File: config.mk
export PLATFORM = sky130hd
export DESIGN_NAME = fetch_unit
export DESIGN_NICKNAME = d
export VERILOG_FILES = /design/src/rtl/fetch_unit.sv
export SDC_FILE = /design/constraint.sdc
export NUM_CORES = 1
export LEC_CHECK = 0
export CELL_PAD_IN_SITES_DETAIL_PLACEMENT = 1
export CELL_PAD_IN_SITES_GLOBAL_PLACEMENT = 2
export CORE_MARGIN = 5
export CORE_UTILIZATION = 37
export CTS_BUF_LIST = sky130_fd_sc_hd__clkbuf_4
export CTS_CLUSTER_SIZE = 24
export DETAILED_ROUTE_END_ITERATION = 12
export HOLD_SLACK_MARGIN = 0.06
export PLACE_DENSITY = 0.95
export SLEW_MARGIN = 20
export SYNTH_ARGS = -nofsm -noshare
export SYNTH_HDL_FRONTEND = slang
export SYNTH_SLANG_ARGS = --single-unit
File: constraint.sdc
create_clock -name clk -period 6.9 [get_ports clk]
set_input_delay 1.035 -clock clk [delete_from_list [all_inputs] [get_ports clk]]
set_output_delay 1.035 -clock clk [all_outputs]
set_load 0.05 [all_outputs]
File: src/rtl/fetch_unit.sv
// Instruction fetch unit: PC register, IDLE/FETCH control and a 2-entry
// {pc, instr} output FIFO presented to the decoder with a valid/ready handshake.
module fetch_unit #(
  parameter logic [11:0] RESET_PC = 12'd0
) (
  input  logic        clk,
  input  logic        rst,
  input  logic        fetch_en,
  output logic [11:0] imem_addr,
  input  logic [18:0] imem_instr,
  input  logic        redir_valid,
  input  logic [11:0] redir_target,
  output logic        out_valid,
  input  logic        out_ready,
  output logic [18:0] out_instr,
  output logic [11:0] out_pc,
  output logic [15:0] fetch_cnt
);

  localparam int unsigned PC_W    = 12;
  localparam int unsigned INSTR_W = 19;
  localparam int unsigned FCNT_W  = 16;
  localparam int unsigned CNT_W   = 2;

  typedef enum logic {
    IDLE  = 1'b0,
    FETCH = 1'b1
  } state_e;

  state_e               state_q, state_d;
  logic [PC_W-1:0]      pc_q, pc_d;
  logic [CNT_W-1:0]     cnt_q, cnt_d;
  logic                 valid_q, valid_d;
  logic [PC_W-1:0]      head_pc_q, head_pc_d;
  logic [INSTR_W-1:0]   head_instr_q, head_instr_d;
  logic [PC_W-1:0]      tail_pc_q, tail_pc_d;
  logic [INSTR_W-1:0]   tail_instr_q, tail_instr_d;
  logic [FCNT_W-1:0]    fcnt_q, fcnt_d;
  logic                 pop_c;
  logic                 push_c;

  // Handshake and fetch qualification; valid_q mirrors cnt_q != 0.
  assign pop_c  = valid_q & out_ready;
  assign push_c = (state_q == FETCH) & fetch_en & ~redir_valid &
                  ((cnt_q != CNT_W'(2)) | pop_c);

  // Control FSM; a redirect holds the current state.
  always_comb begin
    state_d = state_q;
    if (!redir_valid) begin
      if (state_q == IDLE) begin
        if (fetch_en) state_d = FETCH;
      end else begin
        if (!fetch_en) state_d = IDLE;
      end
    end
  end

  // PC, fetch counter and FIFO next state. Slot "head" is always the oldest entry.
  always_comb begin
    pc_d         = pc_q;
    cnt_d        = cnt_q;
    fcnt_d       = fcnt_q;
    head_pc_d    = head_pc_q;
    head_instr_d = head_instr_q;
    tail_pc_d    = tail_pc_q;
    tail_instr_d = tail_instr_q;

    if (redir_valid) begin
      cnt_d = CNT_W'(0);
      pc_d  = redir_target;
    end else begin
      if (push_c) begin
        pc_d   = pc_q + PC_W'(1);
        fcnt_d = fcnt_q + FCNT_W'(1);
      end
      case ({push_c, pop_c})
        2'b10: begin
          if (cnt_q == CNT_W'(0)) begin
            head_pc_d    = pc_q;
            head_instr_d = imem_instr;
          end else begin
            tail_pc_d    = pc_q;
            tail_instr_d = imem_instr;
          end
          cnt_d = cnt_q + CNT_W'(1);
        end
        2'b01: begin
          head_pc_d    = tail_pc_q;
          head_instr_d = tail_instr_q;
          cnt_d        = cnt_q - CNT_W'(1);
        end
        2'b11: begin
          if (cnt_q == CNT_W'(1)) begin
            head_pc_d    = pc_q;
            head_instr_d = imem_instr;
          end else begin
            head_pc_d    = tail_pc_q;
            head_instr_d = tail_instr_q;
            tail_pc_d    = pc_q;
            tail_instr_d = imem_instr;
          end
        end
        default: begin
        end
      endcase
    end

    valid_d = (cnt_d != CNT_W'(0));
  end

  always_ff @(posedge clk or posedge rst) begin
    if (rst) begin
      state_q      <= IDLE;
      pc_q         <= RESET_PC;
      cnt_q        <= CNT_W'(0);
      valid_q      <= 1'b0;
      head_pc_q    <= PC_W'(0);
      head_instr_q <= INSTR_W'(0);
      tail_pc_q    <= PC_W'(0);
      tail_instr_q <= INSTR_W'(0);
      fcnt_q       <= FCNT_W'(0);
    end else begin
      state_q      <= state_d;
      pc_q         <= pc_d;
      cnt_q        <= cnt_d;
      valid_q      <= valid_d;
      head_pc_q    <= head_pc_d;
      head_instr_q <= head_instr_d;
      tail_pc_q    <= tail_pc_d;
      tail_instr_q <= tail_instr_d;
      fcnt_q       <= fcnt_d;
    end
  end

  assign imem_addr = pc_q;
  assign out_valid = valid_q;
  assign out_pc    = head_pc_q;
  assign out_instr = head_instr_q;
  assign fetch_cnt = fcnt_q;

endmodule

* Word-level counts from Yosys, hierarchy flattened
Index checks and enable logic that the tools add are counted.
Operators by class: $mul 0, add/sub/neg operators 4, shifts and indexed selects 0, divide/modulo/power cells 0, bitwise operators 6, mux-type cells 17, order comparisons 0, equal/unequal tests 8, reduce and logical (&&, ||, !) cells 8
Operator list (number):
- two-way mux 19 bit | 4
- two-way mux 12 bit | 6
- one-hot mux 19 bit (3 select lines) | 1
- one-hot mux 19 bit (2 select lines) | 1
- one-hot mux 12 bit (3 select lines) | 1
- one-hot mux 12 bit (2 select lines) | 1
- adder 16 x 1 -> 16 bit, second input constant | 1
- adder 12 x 1 -> 12 bit, second input constant | 1
- inequality test 2 bit, second input constant | 4
- nonzero test 2 bit | 3
- bitwise AND 1 bit | 4
- equality test 2 x 1 -> 1 bit, second input constant | 2
- equality test 2 bit, second input constant | 2
- one-hot mux 2 bit (2 select lines) | 1
- AND reduction 4 bit | 1
- AND reduction 3 bit | 1
- nonzero test 3 bit | 1
- adder 2 x 1 -> 2 bit, second input constant | 1
- logical NOT 2 bit | 1
- two-way mux 2 bit | 1
- AND reduction 2 bit | 1
- subtractor 2 x 1 -> 2 bit, second input constant | 1
- two-way mux 1 bit | 1
- NOT 1 bit | 1
- bitwise OR 1 bit | 1
Word-level totals: memories kept 0, bits in writable memories 0, flip-flop bits (word level) 94, memory bits (read-only) 0, bits in latches 0, logic and storage cells 52, input port bits 36, output and inout bits 60

* Longest topological paths before layout
depth in word-level cells 7, depth in mapped cells 7, depth with buffers taken out 6

* Least setup slack after synthesis
No wires, ideal clock.
path type input to register, from input port redir_valid, to register tail_instr_q[0], library setup time 0.125 ns, stages 5, required time 6.775 ns, path buffers 2, arrival time 2.170 ns, slack 4.605 ns, cell sequence buf_2 > and3b_1 > o21a_1 > buf_6 > mux2_4
On the way: longest elaborated chain between the ends 6, elaborated cells on any way between the ends 10, those cells by class eq/ne: 4; mux: 1; bitwise: 3; reduce/logical: 2
Ends and longest elaborated chain:
- start, declared | line 11 | input logic redir_valid,
- NOT 1 bit (no line) (*)
- bitwise AND 1 bit (2 in a row) | line 44 | assign push_c = (state_q == FETCH) & fetch_en & ~redir_valid &
- equality test 2 bit | line 77 | case ({push_c, pop_c})
- inequality test 2 bit (no line) / nonzero test 2 bit (equally long branches)
- AND reduction 4 bit (no line)
- end signal, assigned | line 131 | tail_instr_q <= tail_instr_d;
- end, declared | line 37 | logic [INSTR_W-1:0] tail_instr_q, tail_instr_d;
Mark *: on every way between the ends. The rest lies on a longest branch, timed or not. A chain may end at the register's enable or synchronous reset.

* Final worst setup path
from register pc_q[7] (netlist: imem_addr[7]), to output port imem_addr[7]
RTL lines:
- start, declared | line 31 | logic [PC_W-1:0] pc_q, pc_d;
- start signal, assigned | line 125 | pc_q <= pc_d;
- end, declared | line 9 | output logic [11:0] imem_addr,
No word-level cell between the ends.

==> summary.md <==
| Metric | Value |
|---|---|
| Run status | `completed` |
| Required @ worst endpoint | `5.86 ns` |
| Mapped Cells | `340` |
| Synth Area in Compound Gates | `0.174` |
| CTS Sinks | `94` |
| Synth Area in XOR/XNOR | `0.0303` |
| Fin. max-slew vios | `0` |
| DIE AREA | `around 14,000 um^2` |
| Worst Path Max Fanout | `9` |
| Least-Margin Pin Slew | `~0.75 ns` |
| Via count | `approximately 3,200` |
| Hold_buf cts | `0` |
| Post-synth EDFFs | `0` |
| Synth Register Bits | `94` |
| Grt total ovfl | `0` |
| HP Class | `flip-flop to flip-flop` |
| Antenna Cells | `0` |
| Clk slew on worst S/H paths | `0.15 ns` |
| Starting DRT DRC Count | `about 140` |
| DP HPWL | `about 8000 um` |
| Share of layout cells above drive strength 1 | `0.148` |
| Clk_skew | `between 0.01 and 0.015 ns` |
| Buf/Inv on CP | `1` |
| Max incr delay on CP | `~0.87 ns` |
| Minimum clock period | `2.92 ns` |
| CTS tree | `yes` |
| Hold EP | `fetch_cnt[15]$_DFFE_PP0P_` |
| Synth warnings | `0` |
| Most frequent cell after synthesis | `dfrtp_1` |
| Slowest cell on the critical path | `clkdlybuf4s50_1` |
| Worst skew pair latency | `approximately 0.46 ns` |
| Die extent in y | `between 100 and 150 um` |
| WS Path Type | `flip-flop to output port` |
| R2R depth | `5` |
| Top_reg_cell synth | `dfrtp_1` |
| Adder-Cell Fraction of Synth Area | `0.0144` |
| Area grow syn2layout | `28.2%` |
| Layout Utilization | `0.485` |
| Vias per cell | `about 5.5` |
| Max-cap violations | `0` |
| Post-Syn Area | `4340 um^2` |
| Ys async rst share | `1.00` |
| Post-synthesis sequential area ratio | `0.542` |
| Boundary pin count | `96` |
| Drt drc | `0` |
| Min setup slack post-route | `~4.0 ns` |
| Yosys top cell area share | `0.542` |
| Slew headroom | `0.502` |
| Vias in the first global route | `about 3,600` |
| Post-synth cell types | `between 40 and 50` |
| Leading area contributor after synthesis | `dfrtp_1` |
| Synth area leaders | `dfrtp_1 54%, mux2_4 10%, o22a_1 6.3%` |
| Post-Syn Area per Cell | `roughly 13 um^2` |
| CP delay by family, top | `buffers and inverters` |
| H-tree levels | `3` |
| Crit-path cells | `clkdlybuf4s50_1` |
| Clock Path Buffers | `2` |
| WHS Path Cells | `1` |
| Chip width | `~120 um` |
| Antenna Nets Post-Route | `0` |
| CORE AREA | `11,500 um^2` |
| Fin nets | `between 400 and 500` |
| Startpoint Class | `flip-flop` |
| Final period util | `0.423` |
| Mapped Nets | `about 380` |
| Capture point of the worst reg-to-reg path | `tail_pc_q[11]$_DFFE_PP0P_` |
| Largest net degree at the start of global routing | `59` |
| Initial Utilization | `0.378` |
| Worst VDD drop | `~0.24 mV` |
| CTS buffer count | `9` |
| Placer Congestion | `slightly below 0.8` |
| Largest family of logic cells by synthesized area | `compound AO/OA/AOI/OAI gates` |
| HP Start | `fetch_cnt[15]$_DFFE_PP0P_` |
| Ranking of synthesized cells by instance count | `94 x dfrtp_1, 32 x o21a_1, 31 x o22a_1` |
| Post-cts resize count | `0` |
| Max Fclk | `around 0.34 GHz` |
| CTS root buffer | `clkbuf_4` |
| Total Routing Usage GR | `0.168` |
| Drt pass-1 iters | `4` |
| Place WS | `3.35 ns` |
| R2r startpoint | `cnt_q[0]$_DFF_PP0_` |
| RSZ-0062 raised after global routing | `false` |
| Final wirelength | `roughly 11,000 um` |
| Initial antenna violation count | `0` |
| WL per Instance | `~20 um` |
| # rows | `39` |
| CP arrival | `~1.9 ns` |
| Post-Synth Simple-Gate Area | `0.0963` |
| First-pass GRT wire length | `19,100 um` |
| Post-CTS Setup Repair Bufs | `0` |
| Mux contribution to synthesized area | `0.114` |
| Final hold violations | `0` |
| Sum Neg Setup Slack | `0 ns` |
| Crit. End Element | `output port` |
| # port buffers | `between 90 and 100` |
| Pleak | `approximately 2.3 nW` |
| R2R setup slack | `~4.7 ns` |
| Power Dens Cells | `416 nW/um^2` |
| Final setup fails | `0` |
==> worst max path at each step <==
stage | cells after the start | endpoint | slack [ns] | start
floorplan | 1 | cnt_q[0]$_DFF_PP0_ | 3.42 | rst
detailed placement | 5 | tail_pc_q[11]$_DFFE_PP0P_ | 3.35 | redir_valid
finish | 1 | imem_addr[7] | 3.98 | imem_addr[7]$_DFFE_PP0P_
global placement | 5 | tail_pc_q[11]$_DFFE_PP0P_ | 3.43 | redir_valid
global route | 1 | imem_addr[4] | 3.91 | imem_addr[4]$_DFFE_PP0P_
CTS | 5 | tail_pc_q[11]$_DFFE_PP0P_ | 3.86 | redir_valid
==> registers in the layout (all words and copies together) (netlist names) <==
register      count
cnt_q             2
out_instr        19
tail_instr_q     19
fetch_cnt        16
tail_pc_q        12
out_valid         1
state_q           1
imem_addr        12
out_pc           12
==> power breakdown <==
| group | switching [mW] | internal (mW) | leakage [nW] |
|---|---|---|---|
| Sequential | 0.153 | 0.754 | 1.14 |
| Clock | 0.190 | 0.119 | 0.0735 |
| Combinational | 0.622 | 0.475 | 1.06 |
| Total | 0.965 | 1.35 | 2.27 |
==> area by class of cell <==
class | instances | area (um^2)
clock buffers | 11 | 82.6
clock inverters | 5 | 58.8
well taps | 143 | 179
repair buffers | 99 | 981
flip-flops and latches | 94 | 2350
multi-input cells | 222 | 1880
inverters | 8 | 32.5
fillers | 1222 | 5910
==> cells in the final DEF (no fill, tap or decap), types with 2 or more instances in the layout <==
cell type / count
xor2_1: 3
a31oi_1: 2
o21ai_0: 2
o311ai_0: 9
nor3_1: 3
and3_1: 6
inv_1: 7
a221o_1: 2
and2_1: 2
a21oi_1: 3
nand3_1: 13
mux2_2: 3
o211ai_1: 3
nand2_1: 21
clkdlybuf4s50_1: 95
o22a_1: 31
o21a_1: 31
dfrtp_1: 94
clkinvlp_4: 2
ha_1: 5
mux2_4: 30
nand4_1: 9
buf_4: 4
xnor2_1: 12
nor4_4: 2
nor2_1: 7
clkbuf_4: 11
==> cells by family after synthesis <==
logic type,after synthesis
adder cells (fa/ha/maj),5
buffers and inverters,24
flip-flops,94
AND/OR/NAND/NOR,74
multiplexers,34
XOR/XNOR,15
AO/OA/AOI/OAI,94
==> per-layer routing <==
metal,up-vias,part of all wire,GRT usage
li1,1462,-,-
met1,1654,0.45,0.214
met2,60,0.50,0.283
met3,16,0.037,0.0344
met4,0,0.017,0.0624
met5,-,0,0
==> per-stage QoR <==
stage	instances	total power [mW]	instance area, um^2	hold slack (ns)
floorplan	340	1.65	4340	0.481
global placement	566	1.98	5410	0.462
detailed placement	566	2.02	5410	0.482
CTS	582	2.34	5560	0.501
global route	582	2.43	5560	0.514
finish	582	2.31	5560	0.493
Power figures use the tool's default switching activity.
